--- config.mk ---
export PLATFORM = sky130hd
export DESIGN_NAME = fsm_seq_flat
export DESIGN_NICKNAME = d
export VERILOG_FILES = /design/src/rtl/fsm_seq_if.sv /design/src/rtl/fsm_seq.sv /design/src/flat_wrapper.sv
export SDC_FILE = /design/constraint.sdc
export NUM_CORES = 1
export LEC_CHECK = 0
export BUFFER_PORTS_ARGS = -buffer_cell sky130_fd_sc_hd__buf_4
export CAP_MARGIN = 30
export CORE_UTILIZATION = 43
export CTS_CLUSTER_DIAMETER = 80
export DETAILED_ROUTE_END_ITERATION = 6
export PLACE_DENSITY = 0.71
export SLEW_MARGIN = 20
export SYNTH_ARGS = -nofsm -noshare
export SYNTH_HDL_FRONTEND = slang
export SYNTH_SLANG_ARGS = --single-unit
--- constraint.sdc ---
create_clock -name clk -period 2 [get_ports clk]
set_input_delay 0.2 -clock clk [delete_from_list [all_inputs] [get_ports clk]]
set_output_delay 0.2 -clock clk [all_outputs]
set_load 0.05 [all_outputs]
--- src/rtl/fsm_seq_if.sv ---
// Handshake and status bundle between the sequencer and its surroundings.
// The slave side is the sequencer; the master side drives run/instr/ready.
interface fsm_seq_if #(
    parameter int STG_W = 3
);
    logic             run;
    logic             memctrl_ready;
    logic [31:0]      instr;
    logic [3:0]       cpu_state;
    logic [STG_W-1:0] instr_stg;
    logic             cede;
    logic             retire;
    logic             trap;
    logic [2:0]       trap_cause;

    modport master (
        output run, memctrl_ready, instr,
        input  cpu_state, instr_stg, cede, retire, trap, trap_cause
    );

    modport slave (
        input  run, memctrl_ready, instr,
        output cpu_state, instr_stg, cede, retire, trap, trap_cause
    );
endinterface

--- src/rtl/fsm_seq.sv ---
// Multicycle control sequencer for the RV32I core: fetch/exec stage
// sequencing per opcode, bounded memory waits and trap reporting.
//
// state | meaning
// IDLE  | core stopped (run low), everything cleared
// FETCH | waiting for memctrl to deliver the next instruction
// EXEC  | stepping through the stages of the current instruction
// TRAP  | illegal encoding or memory timeout; held until run drops
module fsm_seq #(
    parameter int STG_W       = 3,
    parameter int MEM_TIMEOUT = 16
) (
    input  logic        clk,
    input  logic        rst_n,
    fsm_seq_if.slave    bus
);

    typedef enum logic [3:0] {
        IDLE  = 4'd0,
        FETCH = 4'd1,
        EXEC  = 4'd2,
        TRAP  = 4'd3
    } state_t;

    localparam logic [2:0] C_NONE      = 3'd0;
    localparam logic [2:0] C_ILL_OP    = 3'd1;
    localparam logic [2:0] C_ILL_F3    = 3'd2;
    localparam logic [2:0] C_FETCH_TMO = 3'd3;
    localparam logic [2:0] C_DATA_TMO  = 3'd4;

    localparam logic [6:0] OP_JALR   = 7'b1100111;
    localparam logic [6:0] OP_BRANCH = 7'b1100011;
    localparam logic [6:0] OP_LOAD   = 7'b0000011;
    localparam logic [6:0] OP_STORE  = 7'b0100011;
    localparam logic [6:0] OP_CEDE   = 7'b0000000;
    localparam logic [6:0] OP_LUI    = 7'b0110111;
    localparam logic [6:0] OP_AUIPC  = 7'b0010111;
    localparam logic [6:0] OP_JAL    = 7'b1101111;
    localparam logic [6:0] OP_OPIMM  = 7'b0010011;
    localparam logic [6:0] OP_OP     = 7'b0110011;
    localparam logic [6:0] OP_FENCE  = 7'b0001111;
    localparam logic [6:0] OP_SYSTEM = 7'b1110011;

    localparam logic [STG_W-1:0] S0 = STG_W'(0);
    localparam logic [STG_W-1:0] S1 = STG_W'(1);
    localparam logic [STG_W-1:0] S2 = STG_W'(2);

    // Counter wide enough to hold MEM_TIMEOUT; with the timeout disabled it
    // simply wraps and is never compared.
    localparam int               CNT_W   = (MEM_TIMEOUT < 1) ? 1 : $clog2(MEM_TIMEOUT + 1);
    localparam logic [CNT_W-1:0] TMO_CNT = CNT_W'(MEM_TIMEOUT);
    localparam bit               TMO_EN  = (MEM_TIMEOUT != 0);

    state_t           state_q, state_d;
    logic [STG_W-1:0] stg_q, stg_d;
    logic [2:0]       cause_q, cause_d;
    logic [CNT_W-1:0] cnt_q, cnt_d;
    logic             trap_q;

    logic [6:0]       opcode;
    logic [2:0]       funct3;
    logic             tmo_hit;
    logic             done;
    logic             wait_c;
    logic [2:0]       wait_cause;
    logic             trap_req;
    logic [2:0]       trap_cause_c;
    logic             retire_c;
    logic             unused_instr_bits;

    assign opcode            = bus.instr[6:0];
    assign funct3            = bus.instr[14:12];
    assign unused_instr_bits = ^{bus.instr[31:15], bus.instr[11:7]};
    assign tmo_hit           = TMO_EN && (cnt_q == TMO_CNT);

    // State, stage, cause and wait-counter registers.
    always_ff @(posedge clk or negedge rst_n) begin
        if (!rst_n) begin
            state_q <= IDLE;
            stg_q   <= '0;
            cause_q <= C_NONE;
            cnt_q   <= '0;
            trap_q  <= 1'b0;
        end else begin
            state_q <= state_d;
            stg_q   <= stg_d;
            cause_q <= cause_d;
            cnt_q   <= cnt_d;
            trap_q  <= (state_d == TRAP);
        end
    end

    // Next-state, stage sequencing, wait/timeout handling and retire strobe.
    always_comb begin
        state_d      = state_q;
        stg_d        = stg_q;
        cause_d      = cause_q;
        cnt_d        = '0;
        done         = 1'b0;
        wait_c       = 1'b0;
        wait_cause   = C_DATA_TMO;
        trap_req     = 1'b0;
        trap_cause_c = C_NONE;
        retire_c     = 1'b0;

        case (state_q)
            IDLE: begin
                if (bus.run) begin
                    state_d = FETCH;
                    stg_d   = S0;
                end
            end
            FETCH: begin
                if (bus.memctrl_ready) begin
                    state_d = EXEC;
                    stg_d   = S0;
                end else begin
                    wait_c     = 1'b1;
                    wait_cause = C_FETCH_TMO;
                end
            end
            EXEC: begin
                case (opcode)
                    OP_JALR: begin
                        if (stg_q >= S2) done = 1'b1;
                        else             stg_d = stg_q + S1;
                    end
                    OP_BRANCH: begin
                        if (stg_q >= S1) done = 1'b1;
                        else             stg_d = S1;
                    end
                    OP_LOAD: begin
                        case (funct3)
                            3'b000, 3'b001: begin
                                if (stg_q == S0)               stg_d = S1;
                                else if (stg_q == S1) begin
                                    if (bus.memctrl_ready)     stg_d = S2;
                                    else                       wait_c = 1'b1;
                                end else                       done = 1'b1;
                            end
                            3'b100, 3'b101, 3'b010: begin
                                if (stg_q == S0)               stg_d = S1;
                                else if (bus.memctrl_ready)    done = 1'b1;
                                else                           wait_c = 1'b1;
                            end
                            default: begin
                                trap_req     = 1'b1;
                                trap_cause_c = C_ILL_F3;
                            end
                        endcase
                    end
                    OP_STORE: begin
                        case (funct3)
                            3'b000, 3'b001, 3'b010: begin
                                if (stg_q == S0)               stg_d = S1;
                                else if (stg_q == S1)          stg_d = S2;
                                else if (bus.memctrl_ready)    done = 1'b1;
                                else                           wait_c = 1'b1;
                            end
                            default: begin
                                trap_req     = 1'b1;
                                trap_cause_c = C_ILL_F3;
                            end
                        endcase
                    end
                    OP_CEDE: begin
                        // Hold state and stage until run drops.
                    end
                    OP_LUI, OP_AUIPC, OP_JAL, OP_OPIMM, OP_OP, OP_FENCE, OP_SYSTEM: begin
                        done = 1'b1;
                    end
                    default: begin
                        trap_req     = 1'b1;
                        trap_cause_c = C_ILL_OP;
                    end
                endcase
            end
            TRAP: begin
                // Only run=0 leaves TRAP.
            end
            default: begin
                state_d = IDLE;
                stg_d   = S0;
                cause_d = C_NONE;
            end
        endcase

        // Counter only runs while a wait sees ready low; every other path
        // leaves it at zero, which also clears it on wait entry.
        if (wait_c) begin
            if (tmo_hit) begin
                trap_req     = 1'b1;
                trap_cause_c = wait_cause;
            end else begin
                cnt_d = cnt_q + CNT_W'(1);
            end
        end

        if (done) begin
            retire_c = 1'b1;
            state_d  = FETCH;
            stg_d    = S0;
        end

        if (trap_req) begin
            state_d = TRAP;
            stg_d   = S0;
            cause_d = trap_cause_c;
        end

        if (!bus.run) begin
            state_d  = IDLE;
            stg_d    = S0;
            cause_d  = C_NONE;
            cnt_d    = '0;
            retire_c = 1'b0;
        end
    end

    assign bus.cpu_state  = state_q;
    assign bus.instr_stg  = stg_q;
    assign bus.trap       = trap_q;
    assign bus.trap_cause = cause_q;
    assign bus.retire     = retire_c;
    assign bus.cede       = (state_q == EXEC) && (opcode == OP_CEDE);

endmodule
--- src/flat_wrapper.sv ---
// flat-port wrapper written by rule: the top's interface ports become plain ports
module fsm_seq_flat 
#(
    parameter int STG_W       = 3,
    parameter int MEM_TIMEOUT = 16
)
  (clk, rst_n, bus_run, bus_memctrl_ready, bus_instr, bus_cpu_state, bus_instr_stg, bus_cede, bus_retire, bus_trap, bus_trap_cause);
  fsm_seq_if #(.STG_W(STG_W)) bus_i ();
  input  logic clk;
  input  logic rst_n;
  input wire logic [$bits(bus_i.run)-1:0] bus_run;
  input wire logic [$bits(bus_i.memctrl_ready)-1:0] bus_memctrl_ready;
  input wire logic [$bits(bus_i.instr)-1:0] bus_instr;
  output wire logic [$bits(bus_i.cpu_state)-1:0] bus_cpu_state;
  output wire logic [$bits(bus_i.instr_stg)-1:0] bus_instr_stg;
  output wire logic [$bits(bus_i.cede)-1:0] bus_cede;
  output wire logic [$bits(bus_i.retire)-1:0] bus_retire;
  output wire logic [$bits(bus_i.trap)-1:0] bus_trap;
  output wire logic [$bits(bus_i.trap_cause)-1:0] bus_trap_cause;
  assign bus_i.run = bus_run;
  assign bus_i.memctrl_ready = bus_memctrl_ready;
  assign bus_i.instr = bus_instr;
  assign bus_cpu_state = bus_i.cpu_state;
  assign bus_instr_stg = bus_i.instr_stg;
  assign bus_cede = bus_i.cede;
  assign bus_retire = bus_i.retire;
  assign bus_trap = bus_i.trap;
  assign bus_trap_cause = bus_i.trap_cause;
  fsm_seq #(.STG_W(STG_W), .MEM_TIMEOUT(MEM_TIMEOUT)) u_core (.clk(clk), .rst_n(rst_n), .bus(bus_i));
endmodule
==> qor.csv <==
stage;metric;value;unit
status;status;finished with violations;
status;violations;negative setup slack;
synthesis;synthArstFlopShare;100;%
global_routing;grtUsageTotal;23.0;%
timing;post-route-period-util;106;%
route;vias;1325;
clock_network;clockBufferDepth;2;
route;wire_per_inst;15.4;um
setup_path;cp-start-kind;flip-flop;
setup_path;critical_path_class;flip-flop to primary output;
pwr;ir_drop;0.000506;V
clock_network;clock_latency;0.29;ns
route;drt_iter0_markers;55;
global_routing;antenna_found_initial;0;
worst_hold_path;min_path_type;input pin to flip-flop;
placed_design;placedCellCount;208;
clock_network;clkTransAtPathRegs;0.09;ns
clock_network;numClockSinks;16;
route;drt-total-wl;3460;um
global_routing;grt_max_degree;17;
synthesis;ys.flop_type;dfrtp_1;
placed_design;globalplace.congestion;0.877;
final_layout;final_cells;224;
setup_path;regToRegSetupSlack;-0.04;ns
die;fp.dieH;55.5;um
die;fp.dieW;55.5;um
global_routing;grt_pass1_vias;1300;
clock_network;h-tree-depth;1;
global_routing;grt_pass1_wl;5660;um
timing;slew_viol_final;0;
synthesis;syn_area;1230;um^2
clock_network;cts_root_buf;clkbuf_4;
timing;hold_viol;0;
global_routing;grt_overflow;0;
timing;tightest_slew;0.560;ns
clock_network;numCtsBuffers;3;
synthesis;synth_cell_types;51;
timing;finalWorstSetupSlack;-0.129;ns
final_layout;fin_util;65.4;%
route;via_per_inst;5.92;
timing;worst_hold_slack;0.205;ns
final_layout;nets;235;
setup_path;path_buf_inv;1;
placed_design;hpwl;2420;um
route;detail_route.first_pass.iterations;4;
flow_run;maxCapViolCount;0;
clock_network;cts_tree;built;
setup_path;cp_cell_sequence;ha_4 > nand2b_4 > nand4_1 > or2_1 > o2111a_2 > nor3_4 > buf_6;
synthesis;synth_edf_count;0;
die;start_util;45.0;%
die;std_cell_rows;19;
pwr;p_leak;0.000720;uW
die;ios;49;
synthesis;synthCells;146;
timing;rsz0062_at_grt;true;
die;die_area;3080;um^2
route;drc;0;
pwr;p_total;669;uW
setup_path;cp_slowest_stage_delay;0.45;ns
synthesis;seq_area_frac_synth;32.5;%
worst_hold_path;hold_depth;2;
final_layout;syn_to_final_growth;45.3;%
pwr;power_density;374;nW/um^2
setup_path;path_depth;7;
route;ant_nets;0;
setup_path;crit_path_max_fanout;3;
synthesis;synth.avg_cell_area;8.43;um^2
synthesis;ys_seq_elements;16;
final_layout;drive_gt1_share;42.0;%
setup_path;crit_arrival;1.93;ns
synthesis;yosys_warnings;0;
final_layout;n_fill_cell;226;
die;core;2730;um^2
placed_design;io_buffers;26;
setup_path;crit_path_end_kind;primary output;
setup_path;cp_slowest_cell;dfrtp_2;
setup_path;rr_worst_depth;9;
setup_path;required;1.80;ns
timing;setup_viol;2;
timing;fmax;0.470;GHz
final_layout;n_antenna_cell;0;
setup_path;cpLargestDelayFamily;simple AND/OR/NAND/NOR gates;
timing;relSlewSlack;62.4;%
timing;min_period;2.13;ns
timing;fin_worst_skew;0.00109;ns
-- final cells by class --
cell class | instances | area (um^2) | share of cell area, %
clock buffers | 4 | 36.3 | 2.03
inverters | 8 | 30.0 | 1.68
multi-input cells | 117 | 910 | 50.8
flip-flops and latches | 16 | 404 | 22.6
well taps | 31 | 38.8 | 2.17
repair buffers | 48 | 370 | 20.7
-- timing repair --
action	4_1_cts	5_1_grt
endpoints found under the hold margin	16	0
resized for setup	9	18
hold buffers	1	0
setup endpoints to repair	4	15
pin swaps	6	6
cloned	0	0
buffers inserted	11	1
-- power breakdown --
group          internal, uW  switching (uW)
Combinational          49.3            72.8
Sequential              326            6.42
Clock                   111             103
Total                   487             182
-- cell usage after synthesis, types with 2 or more instances --
cell | number | area share, %
nor4_1 | 3 | 1.5
clkbuf_1 | 2 | 0.61
a21oi_1 | 8 | 3.3
a211o_1 | 2 | 1.4
o2111a_1 | 2 | 1.8
nand2_1 | 12 | 3.7
a31oi_1 | 2 | 1.0
xor2_1 | 2 | 1.4
xnor2_1 | 2 | 1.4
o21ai_0 | 4 | 1.6
o211ai_1 | 4 | 2.4
nand2b_1 | 6 | 3.0
nor2b_1 | 2 | 1.0
ha_1 | 5 | 5.1
nand3b_1 | 2 | 1.2
nor3_1 | 5 | 2.0
o21ai_1 | 3 | 1.2
and3_1 | 2 | 1.0
nand4_1 | 3 | 1.5
inv_1 | 7 | 2.1
a21boi_0 | 2 | 1.2
nor2_1 | 13 | 4.0
dfrtp_1 | 16 | 33
nand3_1 | 9 | 3.7
buf_2 | 2 | 0.81
-- worst register-to-register path, cell delays in order, from the launching register on --
cell and delay (ns):
dfrtp_2 0.45, ha_4 0.18, buf_4 0.13, nor2b_4 0.13, o311ai_4 0.26, a2111oi_4 0.13
o21ai_2 0.17, buf_4 0.15, o211ai_1 0.15, a21oi_1 0.20
-- cell families after synthesis --
family / Yosys count / share of synthesized area, %
xor gates and xnor gates: 4 / 2.85
other: 1 / 0.305
and+or+nand+nor: 67 / 30.5
adders and majority gates: 5 / 5.08
muxes: 1 / 0.813
AOI/OAI and AO/OA: 38 / 23.2
DFF: 16 / 32.5
buffers and inverters: 14 / 4.78
-- per-layer routing --
layer	vias to the layer above	share of wire, %	GRT usage (%)
li1	631	-	-
met1	621	41	27.1
met2	58	50	39.8
met3	15	5.4	2.81
met4	0	3.6	13.9
met5	-	0	0
-- per-stage QoR --
stage	worst slack [ns]	cell area, um^2	TNS [ns]
2_1_floorplan	-0.132	1270	-0.237
4_1_cts	-0.142	1720	-0.305
5_1_grt	-0.234	1790	-0.529
3_3_place_gp	0.0313	1550	0
3_5_place_dp	-0.0428	1550	-0.0580
6_report	-0.129	1790	-0.164
-- sequential cells by signal, indices dropped and copies added (netlist names) --
name,flops
u_core.bus.trap,1
u_core.bus.instr_stg,3
u_core.bus.cpu_state,4
u_core.bus.trap_cause,3
u_core.cnt_q,5
-- path summary, 6_finish.rpt --
path / to / startpoint
max reg2reg: u_core.bus.instr_stg[0]$_DFFE_PN0P_ / u_core.bus.instr_stg[0]$_DFFE_PN0P_
min in group asynchronous: u_core.bus.trap$_DFF_PN0_ / rst_n
min: u_core.bus.cpu_state[0]$_DFF_PN0_ / bus_run
max: bus_retire / u_core.bus.instr_stg[0]$_DFFE_PN0P_
max in group asynchronous: u_core.bus.instr_stg[1]$_DFFE_PN0P_ / rst_n
min reg2reg: u_core.cnt_q[0]$_DFF_PN0_ / u_core.cnt_q[0]$_DFF_PN0_
-- cells in the final DEF (no fill, tap or decap), types with 3 or more instances in the layout --
cell and n:
a21oi_1 7, buf_4 45, clkbuf_4 3, dfrtp_1 13
dfrtp_2 3, ha_1 3, inv_1 5, inv_2 3
nand2_1 11, nand2b_1 4, nand3_1 9, nand4_1 3
nor2_1 11, nor3_2 3, nor4_1 3, o211ai_1 4
(Power assumes the default switching activity.)
